### src/rtl/swin_pkg.sv
// ============================================================================
//  Module      : swin_pkg
//  Description : Shared constants and types for the switch input port:
//                register indices, STATUS/CTRL bit positions, event layout.
//  Revision    : 1.0 - initial release
// ============================================================================
`default_nettype none

package swin_pkg;

    // Word register indices on the MIO read/write path
    localparam logic [1:0] ADDR_DATA   = 2'd0;
    localparam logic [1:0] ADDR_STATUS = 2'd1;
    localparam logic [1:0] ADDR_EVENT  = 2'd2;
    localparam logic [1:0] ADDR_CTRL   = 2'd3;

    // STATUS register bit positions
    localparam int c_stat_empty   = 0;
    localparam int c_stat_full    = 1;
    localparam int c_stat_ovf     = 2;
    localparam int c_stat_cnt_lsb = 4;
    localparam int c_stat_cnt_w   = 4;

    // CTRL register bit positions
    localparam int c_ctrl_clr_ovf = 0;
    localparam int c_ctrl_flush   = 1;

    // Event word layout: changed mask in the upper half, new level in the lower
    localparam int c_evt_mask_w = 16;
    localparam int c_evt_data_w = 16;
    localparam int c_evt_w      = c_evt_mask_w + c_evt_data_w;

    typedef struct packed {
        logic [c_evt_mask_w-1:0] mask;
        logic [c_evt_data_w-1:0] data;
    } swin_evt_t;

    // Assemble the STATUS word; unused bits read as zero
    function automatic logic [31:0] swin_status(
        input logic                    empty,
        input logic                    full,
        input logic                    ovf,
        input logic [c_stat_cnt_w-1:0] cnt
    );
        logic [31:0] s;
        s                                   = '0;
        s[c_stat_empty]                     = empty;
        s[c_stat_full]                      = full;
        s[c_stat_ovf]                       = ovf;
        s[c_stat_cnt_lsb +: c_stat_cnt_w]   = cnt;
        return s;
    endfunction

endpackage

`default_nettype wire

### src/rtl/swin_evt_fifo.sv
// ============================================================================
//  Module      : swin_evt_fifo
//  Description : Small synchronous FIFO for switch-change events. Supports
//                push, pop and flush; a push and a pop in the same cycle both
//                take effect even when full. A push that cannot be accepted
//                is reported on o_drop.
//  Revision    : 1.0 - initial release
// ============================================================================
`default_nettype none

module swin_evt_fifo #(
    parameter int DEPTH = 4,
    parameter int WIDTH = 32
) (
    input  logic                     clk,
    input  logic                     rstn,
    input  logic                     i_push,
    input  logic [WIDTH-1:0]         i_wdata,
    input  logic                     i_pop,
    input  logic                     i_flush,
    output logic [WIDTH-1:0]         o_rdata,
    output logic                     o_full,
    output logic                     o_empty,
    output logic [$clog2(DEPTH):0]   o_count,
    output logic                     o_drop
);

    localparam int                c_aw       = $clog2(DEPTH);
    localparam int                c_cw       = c_aw + 1;
    localparam logic [c_aw-1:0]   c_ptr_one  = c_aw'(1);
    localparam logic [c_cw-1:0]   c_cnt_one  = c_cw'(1);
    localparam logic [c_cw-1:0]   c_full_cnt = c_cw'(DEPTH);

    logic [WIDTH-1:0] r_mem [DEPTH];
    logic [c_aw-1:0]  r_wr_ptr;
    logic [c_aw-1:0]  r_rd_ptr;
    logic [c_cw-1:0]  r_count;

    logic w_empty;
    logic w_full;
    logic w_pop_ok;
    logic w_push_ok;

    // Occupancy flags and accepted push/pop; a pop frees room for a push when full
    always_comb begin
        w_empty   = (r_count == '0);
        w_full    = (r_count == c_full_cnt);
        w_pop_ok  = i_pop & ~w_empty;
        w_push_ok = i_push & (~w_full | w_pop_ok);
    end

    assign o_drop  = i_push & w_full & ~w_pop_ok;
    assign o_full  = w_full;
    assign o_empty = w_empty;
    assign o_count = r_count;
    assign o_rdata = r_mem[r_rd_ptr];

    // Pointers and count; flush overrides any push or pop in the same cycle
    always_ff @(posedge clk) begin
        if (!rstn) begin
            r_wr_ptr <= '0;
            r_rd_ptr <= '0;
            r_count  <= '0;
        end else if (i_flush) begin
            r_wr_ptr <= '0;
            r_rd_ptr <= '0;
            r_count  <= '0;
        end else begin
            if (w_push_ok) begin
                r_wr_ptr <= r_wr_ptr + c_ptr_one;
            end
            if (w_pop_ok) begin
                r_rd_ptr <= r_rd_ptr + c_ptr_one;
            end
            case ({w_push_ok, w_pop_ok})
                2'b10:   r_count <= r_count + c_cnt_one;
                2'b01:   r_count <= r_count - c_cnt_one;
                default: r_count <= r_count;
            endcase
        end
    end

    // Storage write; contents need no reset because count gates visibility
    always_ff @(posedge clk) begin
        if (rstn && w_push_ok && !i_flush) begin
            r_mem[r_wr_ptr] <= i_wdata;
        end
    end

endmodule

`default_nettype wire

### src/rtl/sw_input_port.sv
// ============================================================================
//  Module      : sw_input_port
//  Description : Memory-mapped switch input peripheral. Synchronizes and
//                debounces sw_i, queues every change of the debounced vector
//                as an event, and exposes DATA/STATUS/EVENT/CTRL registers on
//                the MIO read path.
//                Optional macro SWIN_IRQ_EN: registered event-pending irq;
//                when undefined irq is tied low.
//  Revision    : 1.0 - initial release
// ============================================================================
`default_nettype none

module sw_input_port
    import swin_pkg::*;
#(
    parameter int N_SW       = 16,
    parameter int DB_CYCLES  = 1000000,
    parameter int FIFO_DEPTH = 4
) (
    input  logic            clk,
    input  logic            rstn,
    input  logic [N_SW-1:0] sw_i,
    input  logic            cs,
    input  logic [1:0]      addr,
    input  logic            we,
    input  logic            rd,
    input  logic [31:0]     wdata,
    output logic [31:0]     rdata,
    output logic            irq
);

    localparam int                    c_tick_w    = $clog2(DB_CYCLES);
    localparam logic [c_tick_w-1:0]   c_tick_last = c_tick_w'(DB_CYCLES - 1);
    localparam logic [c_tick_w-1:0]   c_tick_one  = c_tick_w'(1);
    localparam int                    c_cnt_w     = $clog2(FIFO_DEPTH) + 1;

    // Input conditioning state
    logic [N_SW-1:0]     r_sync1;
    logic [N_SW-1:0]     r_sync2;
    logic [N_SW-1:0]     r_sample;
    logic [N_SW-1:0]     r_deb;
    logic [c_tick_w-1:0] r_tick_cnt;
    logic                r_ovf;

    logic                w_tick;
    logic [N_SW-1:0]     w_agree;
    logic [N_SW-1:0]     w_deb_next;
    logic [N_SW-1:0]     w_chg;
    logic                w_push;
    swin_evt_t           w_evt;

    // Bus decode
    logic                w_rd_evt;
    logic                w_wr_ctrl;
    logic                w_flush;
    logic                w_clr_ovf;

    // FIFO view
    logic [c_evt_w-1:0]      w_head;
    logic                    w_full;
    logic                    w_empty;
    logic [c_cnt_w-1:0]      w_count;
    logic                    w_drop;
    logic [c_stat_cnt_w-1:0] w_cnt4;

    // Only the two CTRL command bits carry meaning in a write
    logic w_unused_wdata;
    assign w_unused_wdata = &{1'b0, wdata[31:2]};

    // Two-flop synchronizer for the asynchronous switch levels
    always_ff @(posedge clk) begin
        if (!rstn) begin
            r_sync1 <= '0;
            r_sync2 <= '0;
        end else begin
            r_sync1 <= sw_i;
            r_sync2 <= r_sync1;
        end
    end

    assign w_tick = (r_tick_cnt == c_tick_last);

    // Free-running sample-tick divider, wraps at DB_CYCLES-1
    always_ff @(posedge clk) begin
        if (!rstn) begin
            r_tick_cnt <= '0;
        end else if (w_tick) begin
            r_tick_cnt <= '0;
        end else begin
            r_tick_cnt <= r_tick_cnt + c_tick_one;
        end
    end

    // A bit is accepted only when two consecutive ticks see the same level
    always_comb begin
        w_agree    = ~(r_sync2 ^ r_sample);
        w_deb_next = r_deb;
        if (w_tick) begin
            w_deb_next = (r_deb & ~w_agree) | (r_sample & w_agree);
        end
        w_chg = r_deb ^ w_deb_next;
    end

    // Tick sample register and debounced vector
    always_ff @(posedge clk) begin
        if (!rstn) begin
            r_sample <= '0;
            r_deb    <= '0;
        end else begin
            if (w_tick) begin
                r_sample <= r_sync2;
            end
            r_deb <= w_deb_next;
        end
    end

    // Event word for the cycle the debounced vector changes
    always_comb begin
        w_evt                 = '0;
        w_evt.mask[N_SW-1:0]  = w_chg;
        w_evt.data[N_SW-1:0]  = w_deb_next;
    end

    assign w_push = |w_chg;

    // CPU strobes only count when the port is selected
    always_comb begin
        w_rd_evt  = cs & rd & (addr == ADDR_EVENT);
        w_wr_ctrl = cs & we & (addr == ADDR_CTRL);
        w_flush   = w_wr_ctrl & wdata[c_ctrl_flush];
        w_clr_ovf = w_wr_ctrl & wdata[c_ctrl_clr_ovf];
    end

    swin_evt_fifo #(
        .DEPTH (FIFO_DEPTH),
        .WIDTH (c_evt_w)
    ) u_evt_fifo (
        .clk     (clk),
        .rstn    (rstn),
        .i_push  (w_push),
        .i_wdata (w_evt),
        .i_pop   (w_rd_evt),
        .i_flush (w_flush),
        .o_rdata (w_head),
        .o_full  (w_full),
        .o_empty (w_empty),
        .o_count (w_count),
        .o_drop  (w_drop)
    );

    // Sticky overflow; a new drop beats a same-cycle clear
    always_ff @(posedge clk) begin
        if (!rstn) begin
            r_ovf <= 1'b0;
        end else if (w_drop) begin
            r_ovf <= 1'b1;
        end else if (w_clr_ovf) begin
            r_ovf <= 1'b0;
        end
    end

    // Fit the FIFO occupancy into the 4-bit STATUS count field
    always_comb begin
        w_cnt4 = '0;
        for (int i = 0; (i < c_cnt_w) && (i < c_stat_cnt_w); i++) begin
            w_cnt4[i] = w_count[i];
        end
    end

    // Read mux, purely a function of addr and current state
    always_comb begin
        rdata = '0;
        case (addr)
            ADDR_DATA:   rdata[N_SW-1:0] = r_deb;
            ADDR_STATUS: rdata = swin_status(w_empty, w_full, r_ovf, w_cnt4);
            ADDR_EVENT:  rdata = w_empty ? '0 : w_head;
            ADDR_CTRL:   rdata = '0;
            default:     rdata = '0;
        endcase
    end

`ifdef SWIN_IRQ_EN
    logic r_irq;

    // Interrupt follows pending events or overflow one cycle late
    always_ff @(posedge clk) begin
        if (!rstn) begin
            r_irq <= 1'b0;
        end else begin
            r_irq <= ~w_empty | r_ovf;
        end
    end

    assign irq = r_irq;
`else
    assign irq = 1'b0;
`endif

endmodule

`default_nettype wire
### config.mk
export PLATFORM = sky130hd
export DESIGN_NAME = sw_input_port
export DESIGN_NICKNAME = d
export VERILOG_FILES = /design/src/rtl/swin_pkg.sv /design/src/rtl/swin_evt_fifo.sv /design/src/rtl/sw_input_port.sv
export SDC_FILE = /design/constraint.sdc
export NUM_CORES = 1
export LEC_CHECK = 0
export ABC_AREA = 1
export CORE_UTILIZATION = 30
export CTS_BUF_LIST = sky130_fd_sc_hd__clkbuf_4 sky130_fd_sc_hd__clkbuf_8
export DETAILED_ROUTE_END_ITERATION = 16
export GPL_ROUTABILITY_DRIVEN = 0
export PLACE_DENSITY_LB_ADDON = 0.05
export RECOVER_POWER = 50
export SLEW_MARGIN = 10
export SYNTH_ARGS = -nofsm -noshare
export SYNTH_HDL_FRONTEND = slang
export SYNTH_SLANG_ARGS = --single-unit
### constraint.sdc
create_clock -name clk -period 4.7 [get_ports clk]
set_input_delay 1.41 -clock clk [delete_from_list [all_inputs] [get_ports clk]]
set_output_delay 1.41 -clock clk [all_outputs]
set_load 0.02 [all_outputs]
==> results.ini, run 1 <==
[routing]
via_per_inst=4.470
dr.pass1.iters=11
wl_per_cell_um=15.49
drtAntennaViolNets=0
routed_wl_um=23880
drcViolationCount=4
vias=6892
drt_iter0_drc=366

[clocking]
clkTransAtPathRegs_ps=50
post_cts_buffers=0
cts_made_buffers=42
clock_latency_ps=550
root_buffer=clkbuf_8
htree_levels=2
cts.sinks=222
hold_buffers=0
cts_tree=built
clockBufferDepth=3
cts-resized-gates=12

[critical_path]
cp.required_ps=3290
r2r_slack_ps=470
rr_startpoint=r_tick_cnt[4]$_SDFF_PP0_
crit_type=in2out
startpoint=addr[0]
crit_buf_inv=3
crit_top_cell=clkdlybuf4s50_1
cp-end-kind=output port
r2r_cells=16
rr_endpoint=u_evt_fifo.r_mem[3][31]$_DFFE_PP_
startpoint_type=primary input
arrival_ps=3190
cpMaxStageDelayCell=clkdlybuf4s50_1
crit_fanout=13
slowest_delay_ps=630
cp_cell_sequence=clkdlybuf4s50_1 -> or2_4 -> buf_4 -> o21ai_0 -> clkdlybuf4s50_1
cpLargestDelayFamily=buffers and inverters

[die]
rows=64
start_util=0.3068
die_w_um=179.6
design.core.area_um2=30830
dieHeight_um=179.6
io_pins=88
dieArea_um2=32240

[timing]
rsz0062_at_grt=false
post-route-period-util=0.9784
hold_viol_final=0
final.setup_skew_ps=40.92
maxSlewViolCount=50
finalCriticalPeriod_ps=4599
finalSetupViolations=0
relSlewSlack=-0.3287
clock.fmax_mhz=217.5
hold_ws_ps=404.3
tightest_slew_ps=1993

[cells_and_area]
mostFrequentLayoutCell=nor2_1
seqCellArea_um2=5727
finish.utilization=0.3717
layout_common_cells=nor2_1, nand2_1, edfxtp_1
syn_to_final_growth_pct=21.15
finalNetCount=1182
antenna_cells=0
drive_gt1_frac=0.1126
multi_input_area_um2=3065
fill_cells=3184

[worst_hold_path]
min_from=r_sync1[15]$_SDFF_PN0_
min_to=r_sync2[15]$_SDFF_PN0_
hold_class=reg2reg
hold_depth=2

[logic_synthesis]
synth_ff_type=edfxtp_1
ys_ff_latch=222
avgSynthCellArea_um2=9.173
yosysSeqAreaShare=0.6054
async_flop_share=0
syn_nets=1092
syn-cell-area_um2=9458
synth_cells=1031
yosys.cell_types.count=44
yosys_warnings=0
synth_edf_count=128

[grt]
first_global_vias=6593
gr-total-overflow=0
grt_max_degree=65
antenna_found_initial=0
track_usage=0.1500
grt_pass1_wl_um=37630

[run]
maxCapViolCount=1

[placed_design]
io_buffers=56
hpwlAfterDp_um=15380

[outcome]
violations=design-rule violations, max-capacitance violations, max-slew violations
status=finished with violations

[power_and_ir_drop]
p_leak_nw=5.210
power_density_nw_per_um2=345.4
ir_worst_vdd_mv=0.1484

[synthesized netlist by cell type (2+ instances only)]
| cell type | number | area share |
|---|---|---|
| or2_2 | 4 | 0.0026 |
| nand3_1 | 14 | 0.0074 |
| edfxtp_1 | 128 | 0.41 |
| o21a_1 | 3 | 0.0024 |
| o211ai_1 | 3 | 0.0024 |
| nand2_1 | 159 | 0.063 |
| nor3_4 | 2 | 0.0034 |
| nor3_1 | 4 | 0.0021 |
| clkinv_1 | 3 | 0.0012 |
| buf_6 | 3 | 0.0036 |
| inv_1 | 116 | 0.046 |
| nor3b_1 | 3 | 0.0024 |
| buf_2 | 2 | 0.0011 |
| nand4_1 | 33 | 0.022 |
| nor2_2 | 5 | 0.0033 |
| o221ai_1 | 3 | 0.0028 |
| inv_2 | 6 | 0.0024 |
| nand4_2 | 3 | 0.0040 |
| nor2_1 | 197 | 0.078 |
| dfxtp_1 | 94 | 0.20 |
| buf_1 | 3 | 0.0012 |
| ha_1 | 5 | 0.0066 |
| nand2_2 | 9 | 0.0060 |
| o22ai_1 | 16 | 0.011 |
| o21ai_0 | 119 | 0.063 |
| or2_0 | 2 | 0.0013 |
| clkbuf_1 | 32 | 0.013 |
| a21oi_1 | 41 | 0.022 |
| buf_4 | 3 | 0.0024 |
| xor2_1 | 2 | 0.0019 |
[tightest hold or removal path, delay by kind of cell, from the launching register on]
kind / cells / cell delay, ps
buffers and inverters: 1 / 40
AND/OR/NAND/NOR: 1 / 50
flip-flops: 1 / 300
[worst max path at each step]
| stage | end | slack [ps] | depth (start not counted) |
|---|---|---|---|
| floorplan | u_evt_fifo.r_mem[0][0]$_DFFE_PP_ | 620 | 10 |
| global placement | rdata[4] | -120 | 8 |
| detailed placement | rdata[11] | -100 | 9 |
| CTS | rdata[20] | 0.4 | 7 |
| global route | rdata[12] | 9 | 9 |
| finish | rdata[12] | 100 | 5 |
[sequential cells by signal, summed over array words and instances (netlist names), named ones only]
register	cells
u_evt_fifo.o_count	3
u_evt_fifo.r_wr_ptr	2
r_sync1	16
r_ovf	1
r_tick_cnt	20
u_evt_fifo.r_rd_ptr	2
r_deb	16
u_evt_fifo.r_mem	128
r_sync2	16
r_sample	16
[power breakdown]
part | switching, mW | internal, mW | leakage, nW | total, mW
combinational | 0.0326 | 0.0315 | 2.74 | 0.0641
sequential | 0.00689 | 2.05 | 2.04 | 2.06
clock | 0.793 | 1.04 | 0.430 | 1.84
total | 0.832 | 3.13 | 5.21 | 3.96
[area by class of cell]
type                       count  area share
clock inverter                 7    0.004259
clock buffer                  62     0.06737
sequential                   222      0.4998
multi-input combinational    640      0.2675
timing repair buffer          90     0.07676
tap                          396     0.04324
inverter                     125     0.04106
[per-stage QoR]
stage / total power, mW / setup TNS [ps] / std cells / setup slack [ps] / area [µm²]
6_report: 3.958 / 0 / 1542 / 101.3 / 11460
5_1_grt: 4.117 / 0 / 1542 / 9.131 / 11460
4_1_cts: 4.027 / 0 / 1542 / 0.3846 / 11460
3_5_place_dp: 2.162 / -718.5 / 1473 / -104.2 / 10650
3_3_place_gp: 2.162 / -917.4 / 1473 / -123.5 / 10650
2_1_floorplan: 2.126 / 0 / 1031 / 618.3 / 9458
[layer usage]
metal,routed length [µm],GRT usage
met1,11580,0.1988
met4,437,0.04655
met3,767,0.02492
met2,11090,0.2502
met5,0,0
[cell families (layout without fill, tap and decap cells)]
| group | Yosys count | in the layout | synth area share |
|---|---|---|---|
| AOI/OAI and AO/OA | 189 | 189 | 0.1056 |
| xor gates and xnor gates | 2 | 2 | 0.001852 |
| DFF | 222 | 222 | 0.6054 |
| other | 1 | 1 | 0.0003965 |
| buffers and inverters | 169 | 284 | 0.07210 |
| and+or+nand+nor | 442 | 442 | 0.2060 |
| adders and majority gates | 6 | 6 | 0.008731 |
Note: power is estimated with default switching activity, not from simulation.
==> run 2, diff against run 1 <==
--- a/config.mk
+++ b/config.mk
@@ -6,8 +6,10 @@
 export NUM_CORES = 1
 export LEC_CHECK = 0
 export ABC_AREA = 1
+export CAP_MARGIN = 15
 export CORE_UTILIZATION = 30
 export CTS_BUF_LIST = sky130_fd_sc_hd__clkbuf_4 sky130_fd_sc_hd__clkbuf_8
+export CTS_CLUSTER_DIAMETER = 200
 export DETAILED_ROUTE_END_ITERATION = 16
 export GPL_ROUTABILITY_DRIVEN = 0
 export PLACE_DENSITY_LB_ADDON = 0.05
==> results of run 2 <==
No change in the layout: final DEF, timing and power equal those of run 1.
==> run 3, diff against run 2 <==
--- a/config.mk
+++ b/config.mk
@@ -7,7 +7,9 @@
 export LEC_CHECK = 0
 export ABC_AREA = 1
 export CAP_MARGIN = 15
-export CORE_UTILIZATION = 30
+export CELL_PAD_IN_SITES_DETAIL_PLACEMENT = 0
+export CELL_PAD_IN_SITES_GLOBAL_PLACEMENT = 2
+export CORE_UTILIZATION = 35
 export CTS_BUF_LIST = sky130_fd_sc_hd__clkbuf_4 sky130_fd_sc_hd__clkbuf_8
 export CTS_CLUSTER_DIAMETER = 200
 export DETAILED_ROUTE_END_ITERATION = 16
==> results.ini, run 3 (same netlist as run 1, synthesis figures left out) <==
[outcome]
status=finished with violations
violations=design-rule violations, max-capacitance violations, max-slew violations

[cells_and_area]
layout_common_cells=nor2_1, nand2_1, edfxtp_1
reg_top3=u_evt_fifo.r_mem (128), r_tick_cnt (20)
mostFrequentLayoutCell=nor2_1
syn_to_final_growth_pct=20.40
finalInstanceArea_um2=11390
top_register=u_evt_fifo.r_mem
finalNetCount=1175
instances_no_fill=1480
drive_gt1_frac=0.1144
largest_reg_flops=128
antenna_cells=0
finish.utilization=0.4333

[clocking]
htree_levels=2
clockBufferDepth=3
cts.sinks=222
cts_tree=built
hold_buffers=0
clkTransAtPathRegs_ps=50
clock_latency_ps=530
cts_made_buffers=40
root_buffer=clkbuf_8

[timing]
rsz0062_at_grt=false
relSlewSlack=-0.1335
maxSlewViolCount=8
finalSetupViolations=0
tightest_slew_ps=1685
hold_ws_ps=409.3
clock.fmax_mhz=217.7
hold_viol_final=0
layout_setup_ws_ps=107.5
fin_tns_setup_ps=0
finalCriticalPeriod_ps=4593
final.setup_skew_ps=14.87
post-route-period-util=0.9771

[placed_design]
dp.cells=1407
hpwlAfterDp_um=14860
dpl_worst_slack_ps=-119.9
io_buffers=56
dpl_cell_area_um2=10520

[critical_path]
slowest_delay_ps=630
cpMaxStageDelayCell=clkdlybuf4s50_1
cp.required_ps=3290
crit_type=in2out
cp-end-kind=output port
cpLargestDelayFamily=buffers and inverters
crit_cells=7
startpoint_type=primary input
crit_fanout=16
crit_top_cell=clkdlybuf4s50_1
arrival_ps=3180
r2r_cells=15
cp_cell_sequence=clkdlybuf4s50_1 -> inv_1 -> nor2_1 -> nand2_1 -> buf_4 -> a21oi_1 -> clkdlybuf4s50_1
crit_buf_inv=4

[routing]
drcViolationCount=4
dr.pass1.iters=11
wl_per_cell_um=15.63
drt_iter0_drc=495
drtAntennaViolNets=0
routed_wl_um=23130
vias=6900
via_per_inst=4.662

[grt]
track_usage=0.1718
first_global_vias=6523
grt_max_degree=65
antenna_found_initial=0
gr-total-overflow=0
grt_pass1_wl_um=36830

[run]
maxCapViolCount=2

[die]
io_pins=88
dieArea_um2=27680
dieHeight_um=166.4
rows=59
die_w_um=166.4
start_util=0.3599
design.core.area_um2=26280

[worst_hold_path]
hold_class=reg2reg
hold_depth=2

[power_and_ir_drop]
power_density_nw_per_um2=355.3
p_leak_nw=5.183
ir_worst_vdd_mv=0.1757
power.total_mw=4.046

## run 3: power breakdown
group / leakage (nW) / switching (mW) / total (mW) / internal [mW]
Sequential: 2.04 / 0.00684 / 2.06 / 2.05
Combinational: 2.69 / 0.0325 / 0.0651 / 0.0327
Clock: 0.459 / 0.778 / 1.93 / 1.15
Total: 5.18 / 0.818 / 4.05 / 3.23
## run 3: layout make-up
type,instances,area (µm²)
clock buffers,63,767.0
repair buffers,85,867.1
well taps,335,419.2
inverters,125,474.2
fillers,2607,14890
multi-input cells,640,3030
clock inverters,10,102.6
flip-flops and latches,222,5727
## run 3: worst paths after layout
check | slack, ps | to | from
max | 110 | rdata[17] | addr[1]
min | 410 | r_sync2[9]$_SDFF_PN0_ | r_sync1[9]$_SDFF_PN0_
max reg2reg | 600 | u_evt_fifo.r_mem[2][24]$_DFFE_PP_ | r_tick_cnt[0]$_SDFF_PP0_
min reg2reg | 410 | r_sync2[9]$_SDFF_PN0_ | r_sync1[9]$_SDFF_PN0_
## run 3: worst register-to-register path, stage by stage, from the launching register on
cell	delay [ps]
dfxtp_1	350
ha_1	170
nand2_1	50
inv_1	70
nand2_1	170
nor4_1	1410
nand2_1	170
o21ai_0	330
nand2_1	110
nand2_1	180
nand3_1	120
nor2_1	200
nand2_1	100
nand3_1	130
nor2_2	70
buf_12	180
## run 3: per-layer routing
metal | up-vias | track usage | share of wire
met5 | - | 0 | 0
met4 | 0 | 0.06200 | 0.025
met3 | 44 | 0.02765 | 0.043
met2 | 145 | 0.2665 | 0.44
met1 | 3131 | 0.2419 | 0.50
li1 | 3580 | - | -
## run 3: repair_timing
| action | in CTS | in global routing |
|---|---|---|
| setup endpoints to repair | 16 | 17 |
| resized for setup | 9 | 18 |
| buffers inserted | 0 | 0 |
